===== config.mk =====
export PLATFORM = sky130hd
export DESIGN_NAME = w6_rd_ctrl
export DESIGN_NICKNAME = d
export VERILOG_FILES = /design/src/rtl/w6_rd_ctrl.sv
export SDC_FILE = /design/constraint.sdc
export NUM_CORES = 1
export LEC_CHECK = 0
export BUFFER_PORTS_ARGS = -buffer_cell sky130_fd_sc_hd__buf_2
export CAP_MARGIN = 10
export CORE_ASPECT_RATIO = 0.75
export CORE_MARGIN = 10
export CORE_UTILIZATION = 35
export CTS_CLUSTER_SIZE = 28
export DETAILED_ROUTE_END_ITERATION = 10
export SYNTH_ARGS = -nofsm -noshare
export SYNTH_HDL_FRONTEND = slang
export SYNTH_SLANG_ARGS = --single-unit

===== constraint.sdc =====
create_clock -name clk -period 3.4 [get_ports clk]
set_clock_uncertainty 0.1 [all_clocks]
set_input_delay 1.02 -clock clk [delete_from_list [all_inputs] [get_ports clk]]
set_output_delay 1.02 -clock clk [all_outputs]
set_load 0.01 [all_outputs]

===== src/rtl/w6_rd_ctrl.sv =====
// rtl/w6_rd_ctrl.sv - F6 weight ROM read sequencer with latency-aligned MAC controls and stall replay
// Optional: define W6_RD_CTRL_PERF_EN to enable the pass cycle counter on perf_cycles.

module w6_rd_ctrl #(
  parameter int DEPTH   = 120,
  parameter int AW      = 7,
  parameter int ROM_LAT = 1
) (
  input  logic          clk,
  input  logic          rst_n,
  input  logic          start,
  output logic          busy,
  output logic          done,
  output logic [AW-1:0] w6_raddr,
  output logic [AW-1:0] x_raddr,
  input  logic          mac_ready,
  output logic          mac_clr,
  output logic          mac_en,
  output logic          mac_last,
  output logic [AW-1:0] mac_idx,
  output logic [15:0]   perf_cycles
);

  localparam logic [2:0] S_IDLE  = 3'd0;
  localparam logic [2:0] S_CLR   = 3'd1;
  localparam logic [2:0] S_RUN   = 3'd2;
  localparam logic [2:0] S_DRAIN = 3'd3;
  localparam logic [2:0] S_DONE  = 3'd4;

  localparam logic [AW-1:0] LAST_IDX = AW'(DEPTH - 1);

  logic [2:0]         r_state;
  logic [2:0]         w_state_nxt;
  logic [AW-1:0]      r_cnt;
  logic [AW-1:0]      w_cnt_nxt;
  logic [ROM_LAT-1:0] r_vld;
  logic [AW-1:0]      r_idx [ROM_LAT];

  logic               w_active;
  logic               w_head_vld;
  logic [AW-1:0]      w_head_idx;
  logic               w_stall;
  logic               w_issue;
  logic               w_last_take;

  assign w_active    = (r_state == S_RUN) || (r_state == S_DRAIN);
  assign w_head_vld  = r_vld[ROM_LAT-1];
  assign w_head_idx  = r_idx[ROM_LAT-1];
  // A valid head the MAC cannot take forces a full replay from that row.
  assign w_stall     = w_active && w_head_vld && !mac_ready;
  assign w_issue     = (r_state == S_RUN);
  assign w_last_take = w_head_vld && mac_ready && (w_head_idx == LAST_IDX);

  always_comb begin
    w_state_nxt = r_state;
    w_cnt_nxt   = r_cnt;
    case (r_state)
      S_IDLE: begin
        if (start) begin
          w_state_nxt = S_CLR;
          w_cnt_nxt   = '0;
        end
      end
      S_CLR: begin
        w_state_nxt = S_RUN;
        w_cnt_nxt   = '0;
      end
      S_RUN: begin
        if (w_stall) begin
          w_cnt_nxt = w_head_idx;
        end else if (r_cnt == LAST_IDX) begin
          w_state_nxt = S_DRAIN;
        end else begin
          w_cnt_nxt = r_cnt + AW'(1);
        end
      end
      S_DRAIN: begin
        if (w_stall) begin
          w_state_nxt = S_RUN;
          w_cnt_nxt   = w_head_idx;
        end else if (w_last_take) begin
          w_state_nxt = S_DONE;
        end
      end
      S_DONE: begin
        w_state_nxt = S_IDLE;
      end
      default: begin
        w_state_nxt = S_IDLE;
      end
    endcase
  end

  always_ff @(posedge clk) begin
    if (!rst_n) begin
      r_state <= S_IDLE;
      r_cnt   <= '0;
    end else begin
      r_state <= w_state_nxt;
      r_cnt   <= w_cnt_nxt;
    end
  end

  // Valid/index shift register models the ROM and feature-buffer read latency.
  always_ff @(posedge clk) begin
    if (!rst_n) begin
      r_vld <= '0;
      for (int i = 0; i < ROM_LAT; i++) begin
        r_idx[i] <= '0;
      end
    end else begin
      r_vld[0] <= w_issue && !w_stall;
      r_idx[0] <= r_cnt;
      for (int i = 1; i < ROM_LAT; i++) begin
        r_vld[i] <= r_vld[i-1] && !w_stall;
        r_idx[i] <= r_idx[i-1];
      end
    end
  end

  assign busy     = (r_state == S_CLR) || w_active;
  assign done     = (r_state == S_DONE);
  assign mac_clr  = (r_state == S_CLR);
  assign w6_raddr = r_cnt;
  assign x_raddr  = r_cnt;
  assign mac_idx  = w_head_idx;
  assign mac_en   = w_head_vld && mac_ready;
  assign mac_last = mac_en && (w_head_idx == LAST_IDX);

`ifdef W6_RD_CTRL_PERF_EN
  logic [15:0] r_perf;

  always_ff @(posedge clk) begin
    if (!rst_n) begin
      r_perf <= '0;
    end else if ((r_state == S_IDLE) && start) begin
      r_perf <= '0;
    end else if (busy && (r_perf != 16'hFFFF)) begin
      r_perf <= r_perf + 16'd1;
    end
  end

  assign perf_cycles = r_perf;
`else
  assign perf_cycles = '0;
`endif

endmodule


==> results of run 1 <==
state kept, by name, summed over array words and instances (netlist names):
name and cells:
w6_raddr 7, r_idx 7, r_vld 1, r_state 3
final timing paths:
path,from,to,cells after the start
max,mac_ready,mac_last,4
min reg2reg,w6_raddr[5]$_SDFFE_PN0P_,r_idx[0][5]$_SDFF_PN0_,2
max reg2reg,w6_raddr[0]$_SDFFE_PN0P_,w6_raddr[4]$_SDFFE_PN0P_,5
min,w6_raddr[5]$_SDFFE_PN0P_,r_idx[0][5]$_SDFF_PN0_,2
worst max-delay path, delay by kind of cell:
family                 cells  cell delay, ns
buffers and inverters      2            0.30
and+or+nand+nor            2            0.44
layer usage:
layer | global-route usage (%) | vias to the layer above | wire length, um
met1 | 11.31 | 436 | 1195
met5 | 0 | - | 0
met2 | 16.19 | 58 | 1313
met4 | 5.000 | 0 | 36
met3 | 2.728 | 2 | 291
li1 | - | 455 | -
layout make-up:
| type | count | share of cell area [%] |
|---|---|---|
| clock buffer | 4 | 4.641 |
| inverter | 8 | 2.532 |
| multi-input combinational | 88 | 46.20 |
| sequential | 18 | 30.38 |
| tap | 38 | 4.008 |
| timing repair buffer | 29 | 12.24 |
per-stage QoR:
step	setup slack [ns]	power, uW	hold slack, ns	instances
floorplan	0.7679	299.0	0.4192	141
global placement	0.6234	300.5	0.4128	181
detailed placement	0.5259	301.8	0.4240	181
CTS	0.5246	478.4	0.4341	185
global route	0.4650	495.1	0.4673	185
finish	0.5220	476.6	0.4368	185
power by group:
group / internal [uW] / switching, uW
combinational: 24.7 / 47.1
clock: 103 / 75.0
sequential: 216 / 10.9
cells in the mapped netlist, drive strengths merged, types with 2 or more instances:
master  instances
nor2            8
o21ai           2
a21oi           3
nand3           6
and3            2
nor3            2
inv             8
a22o            8
dfxtp          18
nand2           4
a21boi          2
and2            8
nor2b           2
a32o            2
buf            27
kinds of logic (layout without fill, tap and decap cells):
family,count (synthesis),in the layout,synth area share (%)
AO/OA/AOI/OAI,28,28,20.95
adder cells (fa/ha/maj),1,1,1.157
AND/OR/NAND/NOR,42,42,22.22
flip-flops,18,18,33.33
other,1,16,0.3469
XOR/XNOR,1,1,0.8103
buffers and inverters,35,41,21.18
==> flow_summary.toml, run 1 <==
[clock_network]
clkTransAtPathRegs_ns = 0.07
cts_resized = 0
postCtsSetupRepairBufs = 0
h-tree-depth = 1
clock_latency_ns = 0.25
cts_hold_buf = 0
clockBufferDepth = 2
cts_sinks = 18
cts_tree = "built"
cts-root-buf = "clkbuf_8"
cts_buffers = 3

[logic_synthesis]
synthFlopType = "dfxtp_1"
synth_top_area_share_pct = 33.33
ys_seq_elements = 18
postSynth.asyncResetShare_pct = 0
synth_top_cell_by_area = "dfxtp_1"
synth_cell_types = 43
synth_area_um2 = 1081
synthCells = 126
synth_edf_count = 0
synthTopCellsByArea = "dfxtp_1 (33%), buf_4 (16%), a22o_1 (6.5%)"
synth.avg_cell_area_um2 = 8.580
ys_seq_area_share_pct = 33.33
yosysWarnings = 0

[timing]
fmax_ghz = 0.3475
tightest_slew_ns = 0.5718
period_minus_slack_ns = 2.878
hold_viol = 0
finalCritPeriodShare_pct = 84.65
slew_violations = 0
rsz0062_at_grt = "no"
final.setup.tns_ns = 0
slew_headroom_pct = 61.80
setup_viol = 0

[layout]
layout_commonest_cell = "buf_2"
diodes = 0
fillCellCount = 296
multi_input_area_um2 = 548.0
nets = 153
seq_area_um2 = 360.3
utilization_pct = 40.12
layout_common_cells = "buf_2 (29), dfxtp_1 (18), conb_1 (16)"
final_cell_area_um2 = 1186
layout-drive-gt1-share_pct = 25.85
area_growth_pct = 9.722

[critical_path]
worst_setup_path_end_kind = "output port"
cp_slowest_cell = "nor3_1"
crit_fanout = 4
crit_arrival_ns = 1.76
crit_top_cell = "buf_2"
crit_type = "input port to output port"
max_stage_delay_ns = 0.37
worstPathCellList = "buf_2, nand2_1, nor3_1, buf_2"
cp-start-kind = "input port"
reg2reg_setup_slack_ns = 1.44
cp.required_ns = 2.28

[hold_path]
hp-class = "flip-flop to flip-flop"

[drt]
drt_iter0_markers = 64
drt_pass1_iterations = 4
drc = 0
ant_nets = 0
vias = 951
wire_per_inst_um = 15.34
viasPerCell = 5.141
wl_mm = 2.837

[run_status]
status = "complete, no violations"

[global_route]
grt_pass1_wl_mm = 4.574
antenna_found_initial = 0
overflow = 0
grt_pass1_vias = 957
grt_start_max_net_pins = 13
gr-usage-all-layers_pct = 9.683

[placed_design]
dpl_cell_area_um2 = 1131
io_buffers = 29
dp_hpwl_mm = 2.207
place_congestion = 0.8055

[die]
core_area_um2 = 2957
initial_core_util_pct = 36.56
die_w_um = 84.18
io_pins = 46
dieArea_um2 = 5735
num_rows = 17
die_h_um = 68.13

[power_and_ir_drop]
vdd_drop_max_uv = 147.0
p_per_area_nw_per_um2 = 401.8
p_leak_uw = 0.0005716

[job]
cap_violations = 0
No activity file was read; power rests on OpenSTA's default activity.
==> run 2: changes to the inputs <==
Clock period 3.4 ns to 2.55 ns, I/O delays scaled along.
==> run 2 against run 1 <==
Effect of this change: combinational power is 35% higher; critical path type unchanged; worst setup slack got worse by 0.17 ns; first-iteration DRC count grew 19%; worst hold slack lost 0.0048 ns; sequential share of layout area is 0.19 points lower.
==> flow_summary.toml, run 2 (synthesized netlist as in run 1, its figures left out) <==
[run_status]
status = "complete, no violations"

[critical_path]
crit_top_cell = "buf_2"
cp.required_ns = 1.69
worstPathCellList = "buf_2, nand2_1, nor3_1, buf_2"
crit_arrival_ns = 1.34
r2r-start = "w6_raddr[0]$_SDFFE_PN0P_"
crit_fanout = 2
crit_type = "input port to output port"
max_stage_delay_ns = 0.24
cp_slowest_cell = "nor3_1"
worst_setup_path_end_kind = "output port"
cp-startpoint = "mac_ready"
cp-start-kind = "input port"

[clock_network]
clock_latency_ns = 0.26
cts_sinks = 18
cts_tree = "built"
cts-root-buf = "clkbuf_8"
cts_buffers = 3
postCtsSetupRepairBufs = 0
clkTransAtPathRegs_ns = 0.08
h-tree-depth = 1
cts_hold_buf = 0
cts_resized = 0
clockBufferDepth = 2

[power_and_ir_drop]
p_per_area_nw_per_um2 = 536.6
p_switching_uw = 182.5
switching_share_pct = 28.50
seqPwrFrac_pct = 47.2
total_power_uw = 640.6
p_clk_share_pct = 37.6
p_int_uw = 458.0
combPwrFrac_pct = 15.2
p_leak_uw = 0.0005770
vdd_drop_max_uv = 234.1

[global_route]
grt_start_max_net_pins = 13
grt_pass1_vias = 913
top_usage_layer = "met2"
grt_pass1_wl_mm = 4.498
use_met3_pct = 3.084
antenna_found_initial = 0
overflow = 0
met2_usage_pct = 16.29
use_met1_pct = 11.19
gr-usage-all-layers_pct = 9.434

[layout]
layout-drive-gt1-share_pct = 26.35
fillCellCount = 313
diodes = 0
nets = 154
area_growth_pct = 10.42
layout_common_cells = "buf_2 (29), dfxtp_1 (18), conb_1 (16)"
layout_commonest_cell = "buf_2"
final_cell_area_um2 = 1194

[timing]
slew_headroom_pct = 58.04
period_minus_slack_ns = 2.203
fmax_ghz = 0.4540
hold_viol = 0
slew_violations = 0
holdWs_ns = 0.4320
rsz0062_at_grt = "no"
setup_viol = 0
finalCritPeriodShare_pct = 86.38
final.setup.tns_ns = 0
tightest_slew_ns = 0.6280

[die]
io_pins = 46
die_h_um = 68.13
initial_core_util_pct = 36.56
num_rows = 17
die_w_um = 84.18
dieArea_um2 = 5735
core_area_um2 = 2957

[drt]
drt_iter0_markers = 76
drt_pass1_iterations = 4
wire_per_inst_um = 15.23
ant_nets = 0
wl_mm = 2.833
vias = 966
viasPerCell = 5.194
drc = 0

[hold_path]
hp-class = "flip-flop to flip-flop"
hp-start = "w6_raddr[5]$_SDFFE_PN0P_"

[job]
cap_violations = 0

[placed_design]
io_buffers = 29
dp_hpwl_mm = 2.223
dpl_cell_area_um2 = 1139
place_congestion = 0.8243
run 2: cell types whose count changed in the layout (fill, tap and decap cells not counted), sizes merged:
cell  before  now
buf       29   30
run 2: path summary, 6_finish.rpt:
check | endpoint | slack [ns] | depth (start not counted)
setup / recovery | mac_last | 0.35 | 4
hold / removal | r_idx[0][5]$_SDFF_PN0_ | 0.43 | 2
setup reg to reg | w6_raddr[3]$_SDFFE_PN0P_ | 0.62 | 5
hold reg to reg | r_idx[0][5]$_SDFF_PN0_ | 0.43 | 2
run 2: power by group through the flow:
stage          Sequential (uW)  Combinational, uW  Clock [uW]
2_1_floorplan              299                100           0
3_3_place_gp               308               92.3           0
3_5_place_dp               308               94.5           0
4_1_cts                    302               94.6         242
5_1_grt                    303                107         253
6_report                   302               97.3         241
run 2: critical path, delay by kind of cell:
kind | cells | cell delay (ns)
simple gates | 2 | 0.30
buf+inv | 2 | 0.26
run 2: area by class of cell:
class                      instances  area, um^2  area share, %
multi-input combinational         88       548.0          45.91
sequential                        18       360.3          30.19
timing repair buffer              30       152.6          12.79
clock buffer                       4       55.05          4.612
tap                               38       47.55          3.983
inverter                           8       30.03          2.516
run 2: stage by stage:
| stage | util [%] | instances | setup slack [ns] |
|---|---|---|---|
| floorplan | - | 141 | 0.4279 |
| detailed placement | 38.51 | 182 | 0.3539 |
| global route | 40.37 | 186 | 0.3206 |
| CTS | 40.37 | 186 | 0.3531 |
| finish | 40.37 | 186 | 0.3474 |
| global placement | 38.51 | 182 | 0.3994 |
run 2: metal layers:
metal / part of all wire [%] / wire [um]
met2: 48 / 1363
met3: 10 / 285
met5: 0 / 0
met1: 41 / 1158
met4: 0.92 / 26
